$ cat config.mk
export PLATFORM = sky130hd
export DESIGN_NAME = half_adder_bist
export DESIGN_NICKNAME = d
export VERILOG_FILES = /design/src/rtl/half_adder_bist.sv
export SDC_FILE = /design/constraint.sdc
export NUM_CORES = 1
export LEC_CHECK = 0
export BUFFER_PORTS_ARGS = -buffer_cell sky130_fd_sc_hd__buf_2
export CORE_MARGIN = 2
export CORE_UTILIZATION = 60
export CTS_CLUSTER_SIZE = 10
export DETAILED_ROUTE_END_ITERATION = 10
export PLACE_DENSITY = 0.83
export SYNTH_ARGS = -nofsm -noshare
export SYNTH_HDL_FRONTEND = slang
export SYNTH_SLANG_ARGS = --single-unit
export TNS_END_PERCENT = 1
$ cat constraint.sdc
create_clock -name sys_clk -period 5.3 [get_ports sys_clk]
set_input_delay 0.265 -clock sys_clk [delete_from_list [all_inputs] [get_ports sys_clk]]
set_output_delay 0.265 -clock sys_clk [all_outputs]
set_load 0.02 [all_outputs]
$ cat src/rtl/half_adder_bist.sv
// On-board stimulus generator and checker for a half_adder: drives LFSR vectors,
// samples sum/carry after a settle time, and counts vectors and mismatches.
//
// state    | meaning
// ---------+--------------------------------------------------------------
// ST_IDLE  | waiting for start after reset
// ST_LOAD  | seed LFSR, clear counters and result flags, raise busy
// ST_DRIVE | register the next operands onto in_1/in_2
// ST_WAIT  | let the attached adder settle for SETTLE_CYC cycles
// ST_CHECK | compare sum/carry, count, advance LFSR
// ST_DONE  | publish done/pass, wait for the next start
module half_adder_bist #(
   parameter int unsigned NUM_VECTORS = 256,
   parameter int unsigned SETTLE_CYC  = 1,
   parameter logic [7:0]  LFSR_SEED   = 8'hA5
) (
   input  logic        sys_clk,
   input  logic        sys_rst_n,
   input  logic        start,
   output logic        in_1,
   output logic        in_2,
   input  logic        sum,
   input  logic        carry,
   output logic        busy,
   output logic        done,
   output logic        pass,
   output logic [15:0] vec_cnt,
   output logic [15:0] err_cnt
);

   typedef enum logic [2:0] {
      ST_IDLE,
      ST_LOAD,
      ST_DRIVE,
      ST_WAIT,
      ST_CHECK,
      ST_DONE
   } state_t;

   // An all-zero LFSR would lock up, so a zero seed is replaced by 8'h01.
   localparam logic [7:0]  SEED_EFF    = (LFSR_SEED == 8'h00) ? 8'h01 : LFSR_SEED;
   localparam logic [15:0] NUM_VEC_W   = 16'(NUM_VECTORS);
   localparam logic [7:0]  SETTLE_LAST = 8'(SETTLE_CYC - 1);

   state_t      state;
   state_t      state_nxt;
   logic [7:0]  lfsr;
   logic [7:0]  lfsr_step;
   logic [7:0]  settle_cnt;
   logic [15:0] vec_nxt;
   logic        mismatch;

   assign lfsr_step = {lfsr[6:0], lfsr[7] ^ lfsr[5] ^ lfsr[4] ^ lfsr[3]};
   assign vec_nxt   = vec_cnt + 16'd1;
   assign mismatch  = {carry, sum} != {in_1 & in_2, in_1 ^ in_2};

   always_ff @(posedge sys_clk) begin
      if (!sys_rst_n) state <= ST_IDLE;
      else            state <= state_nxt;
   end

   always_comb begin
      state_nxt = state;
      case (state)
         ST_IDLE:  if (start) state_nxt = ST_LOAD;
         ST_LOAD:  state_nxt = ST_DRIVE;
         ST_DRIVE: state_nxt = ST_WAIT;
         ST_WAIT:  if (settle_cnt == SETTLE_LAST) state_nxt = ST_CHECK;
         ST_CHECK: state_nxt = (vec_nxt == NUM_VEC_W) ? ST_DONE : ST_DRIVE;
         ST_DONE:  if (start) state_nxt = ST_LOAD;
         default:  state_nxt = ST_IDLE;
      endcase
   end

   always_ff @(posedge sys_clk) begin
      if (!sys_rst_n) begin
         in_1       <= 1'b0;
         in_2       <= 1'b0;
         busy       <= 1'b0;
         done       <= 1'b0;
         pass       <= 1'b0;
         vec_cnt    <= 16'd0;
         err_cnt    <= 16'd0;
         lfsr       <= 8'h00;
         settle_cnt <= 8'd0;
      end else begin
         case (state)
            ST_LOAD: begin
               lfsr    <= SEED_EFF;
               vec_cnt <= 16'd0;
               err_cnt <= 16'd0;
               done    <= 1'b0;
               pass    <= 1'b0;
               busy    <= 1'b1;
            end
            ST_DRIVE: begin
               in_1       <= lfsr[0];
               in_2       <= lfsr[1];
               settle_cnt <= 8'd0;
            end
            ST_WAIT: settle_cnt <= settle_cnt + 8'd1;
            ST_CHECK: begin
               if (mismatch && (err_cnt != 16'hFFFF)) err_cnt <= err_cnt + 16'd1;
               vec_cnt <= vec_nxt;
               lfsr    <= lfsr_step;
            end
            ST_DONE: begin
               busy <= 1'b0;
               done <= 1'b1;
               pass <= (err_cnt == 16'd0);
            end
            default: ;
         endcase
      end
   end

endmodule

==> flow_summary.json, run 1 <==
{
  "grt_pass1_wl_mm": 11.3,
  "synth_seq_area_share_pct": 37.6,
  "clock-sinks": 56,
  "grtUsageMet1_pct": 33.6,
  "hold_viol_final": 0,
  "end_kind": "flip-flop",
  "rsz0062_at_grt": "no",
  "final_util_pct": 68.7,
  "routed_wl_mm": 6.82,
  "die_area_um2": 5550,
  "grt_pass1_vias": 2486,
  "firstDrtPassIters": 5,
  "worstHoldPathCells": 2,
  "p_per_area_nw_per_um2": 249,
  "crit-reg2reg-launch": "state[2]",
  "drv_cap": 0,
  "top_usage_layer": "met2",
  "holdBufCountCts": 0,
  "ant_nets": 0,
  "final_common_cell": "dfxtp_1",
  "clockBufferDepth": 2,
  "final-instance-count-excl-fill": 462,
  "total_power_uw": 814,
  "synthFlopType": "dfxtp_1",
  "fin_crit_sh_pct": 49.2,
  "ys.warnings.count": 0,
  "worst_hold_path_type": "in -> reg",
  "dr_total_vias": 2864,
  "use_met2_pct": 43.7,
  "p_leak_uw": 0.00124,
  "crit_type": "reg -> reg",
  "drcViolationCount": 0,
  "cts_resized": 0,
  "cts_tree": "built",
  "worstReg2RegEnd": "err_cnt[2]",
  "rrSetupSlack_ns": 2.69,
  "fp.dieH_um": 74.5,
  "cp-startpoint": "state[2]",
  "vias_per_cell": 6.20,
  "globalplace.congestion": 0.859,
  "placed_cells": 454,
  "met3_usage_pct": 4.07,
  "fin_setup_tns_ns": 0,
  "start_util_pct": 62.7,
  "synth_area_um2": 2980,
  "grt_max_degree": 24,
  "layout-drive-gt1-share_pct": 14.7,
  "ys_async_sr_fraction_pct": 0,
  "synth_edf_count": 0,
  "cts_buffers": 5,
  "worst_pin_slew_ns": 1.12,
  "grt-ovfl-total": 0,
  "final_cell_mix": "56 x dfxtp_1, 47 x nor2_1, 41 x buf_2",
  "vdd.ir_drop.worst_mv": 0.128,
  "start_kind": "flip-flop",
  "insertedDiodeCount": 0,
  "core_area_um2": 4750,
  "clk_latency_ns": 0.31,
  "ioPinCount": 42,
  "drt_iter0_drc": 221,
  "holdPathEnd": "vec_cnt[7]",
  "fmaxAchievable_ghz": 0.384,
  "critPathArrivalTime_ns": 2.84,
  "clock_skew_ns": 0.00462,
  "synth_fp_nets": 379,
  "fin_crit_ns": 2.61,
  "area_delta_synth_final_pct": 9.56,
  "slew_violations": 0,
  "setup_violations": 0,
  "fin_nets": 405,
  "ys_types": 55,
  "synth-seq-cells": 56,
  "wl_per_cell_um": 14.8,
  "dp_hpwl_mm": 4.58,
  "antenna_found_initial": 0,
  "worstHoldStart": "sys_rst_n",
  "syn_area_per_cell_um2": 8.11,
  "clkTransAtPathRegs_ns": 0.10,
  "grt_usage_pct": 25.7,
  "slew_headroom_pct": 24.9,
  "reg2regPathDepth": 5,
  "cts-htree-levels": 2,
  "path_max_fanout": 19,
  "die_w_um": 74.5,
  "post_cts_buffers": 0,
  "cts_root_buf": "clkbuf_8",
  "postSynthCellCount": 368,
  "required_ns": 5.54,
  "rows": 25,
  "numPortBuffers": 41,
  "status": "complete, no violations"
}
-- metrics by stage --
step / setup WS (ns) / hold WS [ns] / area (µm²)
2_1_floorplan: 3.29 / 0.442 / 2980
6_report: 2.69 / 0.275 / 3270
5_1_grt: 2.54 / 0.289 / 3270
3_5_place_dp: 2.76 / 0.463 / 3150
4_1_cts: 2.73 / 0.273 / 3270
3_3_place_gp: 2.85 / 0.449 / 3150
-- logic make-up after synthesis --
logic type	Yosys count	synth area share, %
compound gates	93	19.2
xor+xnor	14	4.11
fa+ha+maj	6	2.52
buf+inv	29	4.99
flops	56	37.6
mux	4	1.34
simple gates	166	30.2
-- area by class of cell --
| cell class | count | area (µm²) |
|---|---|---|
| multi-input combinational | 283 | 1710 |
| fill | 420 | 1490 |
| sequential | 56 | 1120 |
| timing repair buffer | 42 | 213 |
| tap | 67 | 83.8 |
| clock buffer | 5 | 68.8 |
| clock inverter | 3 | 46.3 |
| inverter | 6 | 22.5 |
-- state kept, by name, indices dropped and copies added (netlist names) --
signal      flops
pass            1
in_1            1
settle_cnt      8
lfsr            8
err_cnt        16
done            1
state           3
busy            1
vec_cnt        16
in_2            1
-- power breakdown --
part,internal (µW),switching (µW)
logic,26.4,54.5
registers,430,13.3
clock network,143,147
total,599,215
-- synth_stat cells (8+ instances only) --
master | n | share of area [%]
a21oi_1 | 32 | 5.4
or4_1 | 9 | 2.3
o21ai_0 | 23 | 3.9
nand3_1 | 16 | 2.7
nor3_1 | 8 | 1.3
clkbuf_1 | 13 | 1.6
nor2_1 | 47 | 5.9
nand4_1 | 10 | 2.1
o31ai_1 | 8 | 2.0
dfxtp_1 | 56 | 38
nand2_1 | 30 | 3.8
or3_1 | 8 | 1.7
-- worst max-delay path, cell delays in order, from the launching register on --
cell and delay (ns):
dfxtp_1 0.57, nor3b_4 0.74, o21ai_2 0.12, and2_1 0.37, or4_1 0.56, a21oi_1 0.18
-- how the worst max path moves through the flow --
stage / endpoint / cells past startpoint / slack, ns
6_report: err_cnt[2] / 5 / 2.69
5_1_grt: err_cnt[15] / 5 / 2.54
4_1_cts: err_cnt[2] / 5 / 2.73
3_5_place_dp: err_cnt[3] / 5 / 2.76
3_3_place_gp: err_cnt[3] / 5 / 2.85
2_1_floorplan: state[0] / 6 / 3.29
-- per-layer routing --
layer	vias up	share of wire, %
li1	1415	-
met1	1346	45
met2	94	48
met3	9	5.2
met4	0	0.95
met5	-	0
Power figures use the tool's default switching activity.
==> inputs of run 2 (changes only) <==
--- a/config.mk
+++ b/config.mk
@@ -5,12 +5,13 @@
 export SDC_FILE = /design/constraint.sdc
 export NUM_CORES = 1
 export LEC_CHECK = 0
+export ABC_AREA = 1
 export BUFFER_PORTS_ARGS = -buffer_cell sky130_fd_sc_hd__buf_2
 export CORE_MARGIN = 2
-export CORE_UTILIZATION = 60
+export CORE_UTILIZATION = 57
 export CTS_CLUSTER_SIZE = 10
 export DETAILED_ROUTE_END_ITERATION = 10
-export PLACE_DENSITY = 0.83
+export PLACE_DENSITY = 0.79
 export SYNTH_ARGS = -nofsm -noshare
 export SYNTH_HDL_FRONTEND = slang
 export SYNTH_SLANG_ARGS = --single-unit
==> constraint.sdc (replaced) <==
create_clock -name sys_clk -period 2.5 [get_ports sys_clk]
set_input_delay 0.125 -clock sys_clk [delete_from_list [all_inputs] [get_ports sys_clk]]
set_output_delay 0.125 -clock sys_clk [all_outputs]
set_load 0.02 [all_outputs]
==> run 2 against run 1 <==
  * First-iteration DRC count down 28%
  * Global-route usage down 1.8 points
  * Critical path depth up 7
  * Worst hold slack worse by 0.15 ns
  * Core utilization down 2.2 points
  * Largest power group unchanged
  * Via count up 2.9%
  * Die area up 5.3%
  * Area after synthesis up 0.38%
  * Maximum frequency up 28%
==> flow_summary.json, run 2 <==
{
  "final_area_um2": 3370,
  "numPortBuffers": 41,
  "clock-sinks": 56,
  "area_delta_synth_final_pct": 12.7,
  "clkTransAtPathRegs_ns": 0.10,
  "fin_nets": 499,
  "globalplace.congestion": 0.813,
  "grt_usage_pct": 23.8,
  "worst_hold_path_type": "in -> reg",
  "yosys.area.top_type_share_pct": 37.4,
  "p_leak_uw": 0.00139,
  "postSynthCellCount": 445,
  "p_per_area_nw_per_um2": 724,
  "ant_nets": 0,
  "final_common_cell": "nand2_1",
  "clock_skew_ns": 0.0155,
  "worstReg2RegEnd": "err_cnt[11]",
  "drv_cap": 0,
  "reg2regPathDepth": 12,
  "final-instance-count-excl-fill": 559,
  "final_util_pct": 66.5,
  "critPathArrivalTime_ns": 2.25,
  "fin_ws_ns": 0.463,
  "start_util_pct": 59.0,
  "synth_fp_nets": 456,
  "drcViolationCount": 0,
  "fp.dieH_um": 76.5,
  "final_cell_mix": "124 x nand2_1, 56 x dfxtp_1, 47 x inv_1, 47 x nor2_1, 44 x a21oi_1",
  "placed_area_um2": 3270,
  "fill_cells": 474,
  "grt_pass1_vias": 2724,
  "grt-ovfl-total": 0,
  "routed_wl_mm": 6.71,
  "drt_iter0_drc": 160,
  "synth_area_um2": 2990,
  "placed_cells": 551,
  "cts-htree-levels": 2,
  "crit_type": "reg -> reg",
  "dr_total_vias": 2948,
  "core_area_um2": 5070,
  "fin_setup_tns_ns": 0,
  "required_ns": 2.72,
  "die_area_um2": 5850,
  "path_max_fanout": 12,
  "pre_cts_ws_ns": 0.473,
  "antenna_found_initial": 0,
  "cts_buffers": 5,
  "reg.largest.list": "err_cnt: 16 flops, vec_cnt: 16 flops",
  "synth_edf_count": 0,
  "rsz0062_at_grt": "no",
  "cts_root_buf": "clkbuf_8",
  "crit-reg2reg-launch": "err_cnt[0]",
  "grt_max_degree": 27,
  "yosys.cell_count.top_type": "nand2_1",
  "ys.warnings.count": 0,
  "slew_violations": 0,
  "syn_area_per_cell_um2": 6.73,
  "clockBufferDepth": 2,
  "fin_crit_ns": 2.04,
  "vdd.ir_drop.worst_mv": 0.492,
  "dp_hpwl_mm": 5.04,
  "worstHoldPathCells": 4,
  "worstHoldStart": "start",
  "holdBufCountCts": 0,
  "synth_top_area_cell": "dfxtp_1",
  "yosys-top-cells-count": "124 x nand2_1, 56 x dfxtp_1, 47 x inv_1, 47 x nor2_1, 44 x a21oi_1",
  "synth-seq-cells": 56,
  "die_w_um": 76.5,
  "firstDrtPassIters": 4,
  "cts_tree": "built",
  "end_kind": "flip-flop",
  "setup_violations": 0,
  "synth_seq_area_share_pct": 37.4,
  "cts_resized": 0,
  "slew_headroom_pct": 72.5,
  "synthTopCellsByArea": "dfxtp_1 37%, nand2_1 16%, a21oi_1 7.4%",
  "rrSetupSlack_ns": 0.46,
  "insertedDiodeCount": 0,
  "wl_per_cell_um": 12.0,
  "worst_pin_slew_ns": 0.409,
  "fmaxAchievable_ghz": 0.491,
  "rows": 26,
  "regArea_um2": 1120,
  "ioPinCount": 42,
  "grt_pass1_wl_mm": 11.6,
  "ys_types": 39,
  "hold_viol_final": 0,
  "holdPathEnd": "state[2]",
  "post_cts_buffers": 0,
  "synthFlopType": "dfxtp_1",
  "multi_input_area_um2": 1620,
  "fin_crit_sh_pct": 81.5,
  "vias_per_cell": 5.27,
  "start_kind": "flip-flop",
  "status": "complete, no violations",
  "clk_latency_ns": 0.31,
  "layout-drive-gt1-share_pct": 16.4,
  "ys_async_sr_fraction_pct": 0
}
## run 2: layout make-up
| type | instances | area share [%] |
|---|---|---|
| clock buffer | 6 | 2.15 |
| clock inverter | 2 | 1.04 |
| inverter | 57 | 6.34 |
| multi-input combinational | 325 | 48.1 |
| sequential | 56 | 33.2 |
| tap | 70 | 2.60 |
| timing repair buffer | 43 | 6.53 |
## run 2: how the worst max path moves through the flow
stage	slack [ns]	to	cells past startpoint	startpoint
6_report	0.46	err_cnt[11]	12	err_cnt[0]
5_1_grt	0.21	err_cnt[7]	12	err_cnt[0]
4_1_cts	0.45	err_cnt[11]	12	err_cnt[0]
3_5_place_dp	0.47	err_cnt[11]	12	err_cnt[0]
3_3_place_gp	0.54	err_cnt[7]	12	err_cnt[0]
2_1_floorplan	0.61	err_cnt[8]	11	err_cnt[1]
## run 2: through the flow
step	hold slack [ns]	total power, µW
2_1_floorplan	0.263	1690
3_3_place_gp	0.443	1860
3_5_place_dp	0.440	1880
4_1_cts	0.105	2470
5_1_grt	0.122	2610
6_report	0.124	2440
## run 2: per-layer routing
layer | track usage, % | vias up | wire length [µm]
met1 | 30.0 | 1361 | 3130
met3 | 4.86 | 6 | 235
li1 | - | 1532 | -
met2 | 40.8 | 49 | 3280
met5 | 0 | - | 0
met4 | 8.00 | 0 | 65
## run 2: critical path, stage by stage (launching register included)
cell,delay (ns)
dfxtp_1,0.39
ha_1,0.24
nand2_1,0.11
nor3_4,0.26
nand3_1,0.16
o21ai_2,0.15
nand2_2,0.17
nand3_1,0.14
inv_1,0.09
nand2_1,0.09
nand2_1,0.06
nand2_1,0.05
nor2_1,0.04
## run 2: kinds of logic after synthesis
| logic type | share of synthesized area [%] |
|---|---|
| AOI/OAI and AO/OA | 14.5 |
| xor gates and xnor gates | 1.76 |
| adders and majority gates | 2.51 |
| buffers and inverters | 8.32 |
| DFF | 37.4 |
| and+or+nand+nor | 35.5 |
## run 2: report_power, final
| part | internal, µW | total (µW) | switching, µW |
|---|---|---|---|
| clock | 298 | 588 | 290 |
| combinational | 230 | 774 | 544 |
| sequential | 999 | 1080 | 83.6 |
| total | 1530 | 2440 | 918 |
